--- config.mk ---
export PLATFORM = sky130hd
export DESIGN_NAME = uart_rx_fifo
export DESIGN_NICKNAME = d
export VERILOG_FILES = /design/src/rtl/uart_pkg.sv /design/src/rtl/uart_rx_fifo_sync_fifo.sv /design/src/rtl/uart_rx_fifo.sv
export SDC_FILE = /design/constraint.sdc
export NUM_CORES = 1
export LEC_CHECK = 0
export CAP_MARGIN = 20
export CORE_AREA = 5 5 150 152
export CTS_BUF_LIST = sky130_fd_sc_hd__clkbuf_16
export CTS_CLUSTER_SIZE = 8
export DETAILED_ROUTE_END_ITERATION = 12
export DIE_AREA = 0 0 155 157
export GPL_TIMING_DRIVEN = 0
export SLEW_MARGIN = 20
export SYNTH_ARGS = -nofsm -noshare
export SYNTH_HDL_FRONTEND = slang
export SYNTH_SLANG_ARGS = --single-unit
--- constraint.sdc ---
create_clock -name clk -period 7.25 [get_ports clk]
set_input_delay 0.725 -clock clk [delete_from_list [all_inputs] [get_ports clk]]
set_output_delay 0.725 -clock clk [all_outputs]
set_load 0.05 [all_outputs]
--- src/rtl/uart_pkg.sv ---
// Shared 8N1 UART definitions for the console RX path (and the future TX block).
package uart_pkg;

    localparam int unsigned DATA_BITS            = 8;
    localparam int unsigned STOP_BITS            = 1;
    localparam int unsigned DEFAULT_CLKS_PER_BIT = 140;

    typedef enum logic [2:0] {
        IDLE,
        START,
        DATA,
        STOP,
        WAIT_IDLE
    } rx_state_t;

endpackage

--- src/rtl/uart_rx_fifo_sync_fifo.sv ---
// Single-clock FIFO with registered head data, occupancy count and drop-on-full overrun flag.
module sync_fifo #(
    parameter int unsigned WIDTH = 8,
    parameter int unsigned DEPTH = 16
) (
    input  logic                   clk_i,
    input  logic                   reset_i,
    input  logic                   push_i,
    input  logic [WIDTH-1:0]       data_i,
    input  logic                   pop_i,
    output logic [WIDTH-1:0]       data_o,
    output logic                   valid_o,
    output logic [$clog2(DEPTH):0] level_o,
    output logic                   overrun_o
);

    localparam int unsigned AW = $clog2(DEPTH);
    localparam int unsigned LW = AW + 1;

    logic [WIDTH-1:0] mem_q [DEPTH];
    logic [AW-1:0]    wr_ptr_q, rd_ptr_q, rd_ptr_d;
    logic [LW-1:0]    level_q, level_d;
    logic [WIDTH-1:0] data_q, data_d;
    logic             full, empty, do_push, do_pop;

    always_comb begin
        full      = (level_q == LW'(DEPTH));
        empty     = (level_q == '0);
        do_pop    = pop_i && !empty;
        do_push   = push_i && (!full || do_pop);
        overrun_o = push_i && full && !pop_i;
        rd_ptr_d  = rd_ptr_q + AW'(do_pop);
        level_d   = level_q + LW'(do_push) - LW'(do_pop);
        // New head comes straight from the push when it lands in the slot being read next.
        data_d    = (do_push && (wr_ptr_q == rd_ptr_d)) ? data_i : mem_q[rd_ptr_d];
    end

    always_ff @(posedge clk_i) begin
        if (do_push) begin
            mem_q[wr_ptr_q] <= data_i;
        end
    end

    always_ff @(posedge clk_i) begin
        if (reset_i) begin
            wr_ptr_q <= '0;
            rd_ptr_q <= '0;
            level_q  <= '0;
            data_q   <= '0;
        end else begin
            wr_ptr_q <= wr_ptr_q + AW'(do_push);
            rd_ptr_q <= rd_ptr_d;
            level_q  <= level_d;
            if (level_d != '0) begin
                data_q <= data_d;
            end
        end
    end

    assign data_o  = data_q;
    assign valid_o = (level_q != '0);
    assign level_o = level_q;

endmodule

--- src/rtl/uart_rx_fifo.sv ---
// Console UART receiver: synchronizes rx, deframes 8N1 characters and queues them in a FIFO.
module uart_rx_fifo
    import uart_pkg::*;
#(
    parameter int unsigned CLKS_PER_BIT = DEFAULT_CLKS_PER_BIT,
    parameter int unsigned FIFO_DEPTH   = 16
) (
    input  logic                        clk,
    input  logic                        reset,
    input  logic                        rx,
    output logic [DATA_BITS-1:0]        rx_data,
    output logic                        rx_valid,
    input  logic                        rx_ready,
    output logic [$clog2(FIFO_DEPTH):0] level,
    output logic                        frame_err,
    output logic                        overrun
);

    localparam int unsigned TW = $clog2(CLKS_PER_BIT);
    localparam int unsigned BW = $clog2(DATA_BITS);
    localparam logic [TW-1:0] TICK_HALF = TW'(CLKS_PER_BIT / 2 - 1);
    localparam logic [TW-1:0] TICK_FULL = TW'(CLKS_PER_BIT - 1);
    localparam logic [BW-1:0] LAST_BIT  = BW'(DATA_BITS - 1);

    rx_state_t            state_q;
    logic [1:0]           sync_q;
    logic [TW-1:0]        tick_q;
    logic [BW-1:0]        bit_q;
    logic [DATA_BITS-1:0] shreg_q;
    logic                 rxs, tick_done, stop_sample, push;

    assign rxs       = sync_q[1];
    assign tick_done = (tick_q == '0);

    always_ff @(posedge clk) begin
        if (reset) begin
            sync_q  <= '1;
            state_q <= IDLE;
            tick_q  <= '0;
            bit_q   <= '0;
            shreg_q <= '0;
        end else begin
            sync_q <= {sync_q[0], rx};
            case (state_q)
                IDLE: begin
                    if (!rxs) begin
                        tick_q  <= TICK_HALF;
                        state_q <= START;
                    end
                end
                START: begin
                    if (!tick_done) begin
                        tick_q <= tick_q - 1'b1;
                    end else if (!rxs) begin
                        tick_q  <= TICK_FULL;
                        bit_q   <= '0;
                        state_q <= DATA;
                    end else begin
                        state_q <= IDLE;
                    end
                end
                DATA: begin
                    if (!tick_done) begin
                        tick_q <= tick_q - 1'b1;
                    end else begin
                        shreg_q <= {rxs, shreg_q[DATA_BITS-1:1]};
                        tick_q  <= TICK_FULL;
                        if (bit_q == LAST_BIT) begin
                            state_q <= STOP;
                        end else begin
                            bit_q <= bit_q + 1'b1;
                        end
                    end
                end
                STOP: begin
                    if (!tick_done) begin
                        tick_q <= tick_q - 1'b1;
                    end else begin
                        state_q <= rxs ? IDLE : WAIT_IDLE;
                    end
                end
                WAIT_IDLE: begin
                    if (rxs) begin
                        state_q <= IDLE;
                    end
                end
                default: state_q <= IDLE;
            endcase
        end
    end

    // Push and frame_err decode registered state only, so both land in the stop-sample cycle.
    assign stop_sample = (state_q == STOP) && tick_done;
    assign push        = stop_sample && rxs;
    assign frame_err   = stop_sample && !rxs;

    sync_fifo #(
        .WIDTH (DATA_BITS),
        .DEPTH (FIFO_DEPTH)
    ) u_fifo (
        .clk_i     (clk),
        .reset_i   (reset),
        .push_i    (push),
        .data_i    (shreg_q),
        .pop_i     (rx_ready),
        .data_o    (rx_data),
        .valid_o   (rx_valid),
        .level_o   (level),
        .overrun_o (overrun)
    );

endmodule

==> metrics.txt <==
# TYPE chip_impl_metric gauge
chip_impl_metric{name="synth.ff_latch_count",unit=""} 173
chip_impl_metric{name="postCtsHoldBufs",unit=""} 0
chip_impl_metric{name="vias",unit=""} 4474
chip_impl_metric{name="final_count_of_negative_setup_slack_endpoints",unit=""} 0
chip_impl_metric{name="fp-row-count",unit=""} 53
chip_impl_info{name="netlist_top_cells_area",value="sky130_fd_sc_hd__edfxtp_1 53%, sky130_fd_sc_hd__dfxtp_1 12%, sky130_fd_sc_hd__mux4_2 5.0%, sky130_fd_sc_hd__nand2_1 3.3%, sky130_fd_sc_hd__mux2i_1 2.6%"} 1
chip_impl_metric{name="max_frequency",unit="MHz"} 247
chip_impl_info{name="ys_dominant_reg_cell",value="sky130_fd_sc_hd__edfxtp_1"} 1
chip_impl_info{name="cp-end-kind",value="output port"} 1
chip_impl_metric{name="synth_top_area_share",unit=""} 0.530
chip_impl_metric{name="synth_enable_flop_cells",unit=""} 128
chip_impl_metric{name="timing_max_transition_violations_final",unit=""} 0
chip_impl_metric{name="total_leakage_power",unit="nW"} 2.72
chip_impl_info{name="rsz0062_at_grt",value="no"} 1
chip_impl_metric{name="period_minus_slack",unit="ns"} 4.05
chip_impl_metric{name="fp.dieArea",unit="sq um"} 24300
chip_impl_metric{name="core_area",unit="sq um"} 20900
chip_impl_metric{name="cpPeakStageDelay",unit="ns"} 0.81
chip_impl_metric{name="place_congestion",unit=""} 0.880
chip_impl_metric{name="num_antenna_cells",unit=""} 0
chip_impl_metric{name="die_h",unit="microns"} 157
chip_impl_metric{name="slew_headroom",unit=""} 0.303
chip_impl_metric{name="fin_cells",unit=""} 870
chip_impl_metric{name="synth_cell_types",unit=""} 47
chip_impl_metric{name="finalHoldViolations",unit=""} 0
chip_impl_metric{name="worst_ep_required_time",unit="ns"} 6.52
chip_impl_metric{name="final_layout_size_suffix_gt1_frac",unit=""} 0.109
chip_impl_metric{name="synthesis.area",unit="sq um"} 7250
chip_impl_metric{name="synthesis.area_per_instance",unit="sq um"} 13.3
chip_impl_metric{name="hpwlAfterDp",unit="microns"} 10400
chip_impl_metric{name="num-fill-cells",unit=""} 1936
chip_impl_info{name="post_synth_most_frequent_cells",value="128 x sky130_fd_sc_hd__edfxtp_1, 64 x sky130_fd_sc_hd__nand2_1, 45 x sky130_fd_sc_hd__dfxtp_1"} 1
chip_impl_metric{name="start_util",unit=""} 0.347
chip_impl_info{name="outcome",value="complete, no violations"} 1
chip_impl_metric{name="cts.repair_timing.setup_buffer_count",unit=""} 0
chip_impl_metric{name="synthToLayoutAreaGrowth",unit="%"} 14.8
chip_impl_info{name="root_buffer_cell",value="sky130_fd_sc_hd__clkbuf_16"} 1
chip_impl_metric{name="grt_pass1_wl",unit="microns"} 24600
chip_impl_metric{name="first_global_vias",unit=""} 4389
chip_impl_metric{name="fin_setup_tns",unit="ns"} 0
chip_impl_metric{name="grt_start_max_net_pins",unit=""} 20
chip_impl_metric{name="track_usage",unit=""} 0.131
chip_impl_metric{name="io_buffers",unit=""} 19
chip_impl_metric{name="resize_count_post_cts",unit=""} 0
chip_impl_info{name="timing.critical_path.from",value="tick_q[0]"} 1
chip_impl_metric{name="dr.pass1.iters",unit=""} 5
chip_impl_metric{name="utilization",unit=""} 0.399
chip_impl_metric{name="nets",unit=""} 601
chip_impl_metric{name="ir_worst_vdd",unit="mV"} 0.247
chip_impl_info{name="path_cells",value="inv_1 > ha_1 > or3b_2 > nor2_2 > clkbuf_1 > nand2_1 > nor2_1 > clkdlybuf4s50_1"} 1
chip_impl_metric{name="initialDrtViolationCount",unit=""} 315
chip_impl_metric{name="worst-endpoint-arrival",unit="ns"} 3.32
chip_impl_metric{name="fin_hold_ws",unit="ns"} 0.409
chip_impl_info{name="synth_most_common_cell",value="sky130_fd_sc_hd__edfxtp_1"} 1
chip_impl_metric{name="cts-root-to-sink-buffers",unit=""} 2
chip_impl_info{name="r2r-start",value="tick_q[0]"} 1
chip_impl_info{name="holdCritPathClass",value="reg2reg"} 1
chip_impl_metric{name="drv.max_cap_violation_count",unit=""} 0
chip_impl_metric{name="postSynth.asyncResetShare",unit=""} 0
chip_impl_metric{name="worst_path_clk_slew",unit="ns"} 0.06
chip_impl_info{name="tritoncts_clock_tree",value="built"} 1
chip_impl_metric{name="seq_area_frac_synth",unit=""} 0.655
chip_impl_metric{name="num_io_pins",unit=""} 20
chip_impl_metric{name="dpl_worst_slack",unit="ns"} 3.11
chip_impl_metric{name="die_w",unit="microns"} 155
chip_impl_metric{name="drt.antenna.violating_nets",unit=""} 0
chip_impl_metric{name="ys_warn_count",unit=""} 0
chip_impl_metric{name="wl",unit="microns"} 15500
chip_impl_info{name="critical-path-top-delay-family",value="buffers and inverters"} 1
chip_impl_metric{name="power_per_cell_area",unit="nW/um^2"} 344
chip_impl_info{name="synth_area_leader_cell",value="sky130_fd_sc_hd__edfxtp_1"} 1
chip_impl_metric{name="path_max_fanout",unit=""} 10
chip_impl_metric{name="tightestPinTransition",unit="ns"} 1.04
chip_impl_info{name="timing.hold.worst.start",value="sync_q[0]"} 1
chip_impl_metric{name="synthesis.nets",unit=""} 563
chip_impl_metric{name="post_synthesis_cells",unit=""} 544
chip_impl_metric{name="worst_clock_skew_on_the_final_layout",unit="ns"} 0.00659
chip_impl_info{name="cell_with_the_largest_stage_delay_on_the_worst_path",value="sky130_fd_sc_hd__clkdlybuf4s50_1"} 1
chip_impl_metric{name="numCtsBuffers",unit=""} 17
chip_impl_info{name="worstSetupPathType",value="reg2out"} 1
chip_impl_metric{name="grt_remaining_overflow",unit=""} 0
chip_impl_metric{name="cts_sinks",unit=""} 173
chip_impl_metric{name="min_period_over_period",unit=""} 0.558
chip_impl_metric{name="vias_per_cell",unit=""} 5.14
chip_impl_metric{name="average_wire_per_cell_in_the_routed_design",unit="microns"} 17.8
chip_impl_metric{name="critPathBufInv",unit=""} 3
chip_impl_metric{name="worst_skew_pair.late_latency",unit="ns"} 0.42
chip_impl_metric{name="cts_max_level",unit=""} 4
chip_impl_metric{name="slack_of_the_critical_path",unit="ns"} 3.20
chip_impl_info{name="critPathLaunchType",value="flip-flop"} 1
chip_impl_metric{name="number_of_antenna_violations_at_the_first_check_in_global_routing",unit=""} 0
chip_impl_metric{name="dp.cells",unit=""} 838
chip_impl_metric{name="drc",unit=""} 0
## stage by stage
step                      power (mW)  area (sq um)
final                           2.86          8320
after global routing            3.01          8320
after CTS                       2.88          8320
after detailed placement        2.06          7790
after global placement          2.04          7780
after floorplan                 1.82          7250
## flip-flops by register name, indices dropped and copies added, names as in the netlist
name,cells
u_fifo.mem_q,128
u_fifo.wr_ptr_q,4
bit_q,3
sync_q,2
state_q,3
u_fifo.data_o,8
tick_q,8
shreg_q,8
u_fifo.rd_ptr_q,4
u_fifo.level_o,5
## final cells by class
cell class / instances / area, sq um / area share
Buffer: 27 / 108 / 0.0129
Clock buffer: 17 / 425 / 0.0511
Clock inverter: 15 / 106 / 0.0128
Inverter: 10 / 37.5 / 0.00451
Multi-Input combinational cell: 334 / 2370 / 0.285
Sequential cell: 173 / 4740 / 0.570
Tap cell: 275 / 344 / 0.0413
Timing Repair Buffer: 19 / 190 / 0.0228
## path summary, 6_finish.rpt
kind	endpoint	slack, ns	cells after the start
worst max-delay path	frame_err	3.20	8
worst min register to register	sync_q[1]	0.41	1
worst max register to register	u_fifo.data_o[1]	3.21	14
worst min-delay path	sync_q[1]	0.41	1
## cells by family (layout without fill, tap and decap cells)
group                    after synthesis  in the layout  synth area share
AND/OR/NAND/NOR                      195            195             0.133
XOR/XNOR                              17             17            0.0216
adder cells (fa/ha/maj)               15             15            0.0269
multiplexers                          35             35            0.0760
buffers and inverters                 37             88            0.0200
flip-flops                           173            173             0.655
AO/OA/AOI/OAI                         72             72            0.0675
## power by group
| part | total, mW | internal (mW) | switching [mW] | leakage, nW |
|---|---|---|---|---|
| logic | 0.909 | 0.375 | 0.534 | 0.903 |
| registers | 1.13 | 1.09 | 0.0336 | 1.55 |
| clock network | 0.825 | 0.464 | 0.361 | 0.264 |
| total | 2.86 | 1.93 | 0.928 | 2.72 |
## routing by layer
layer / global-route usage / up-vias / routed length, microns
li1: - / 2119 / -
met1: 0.184 / 2204 / 7290
met4: 0.0349 / 0 / 174
met3: 0.0338 / 14 / 846
met5: 0 / - / 0
met2: 0.204 / 137 / 7180
## placed cells by master (no fill, tap or decap), drive strengths merged, types with 14 or more instances in the layout
master           n
a21oi           28
clkbuf          33
clkdlybuf4s50   19
dfxtp           45
edfxtp         128
ha              14
mux2i           19
mux4            16
nand2           64
nand3           31
nor2            40
nor3            22
Power figures use the tool's default switching activity.
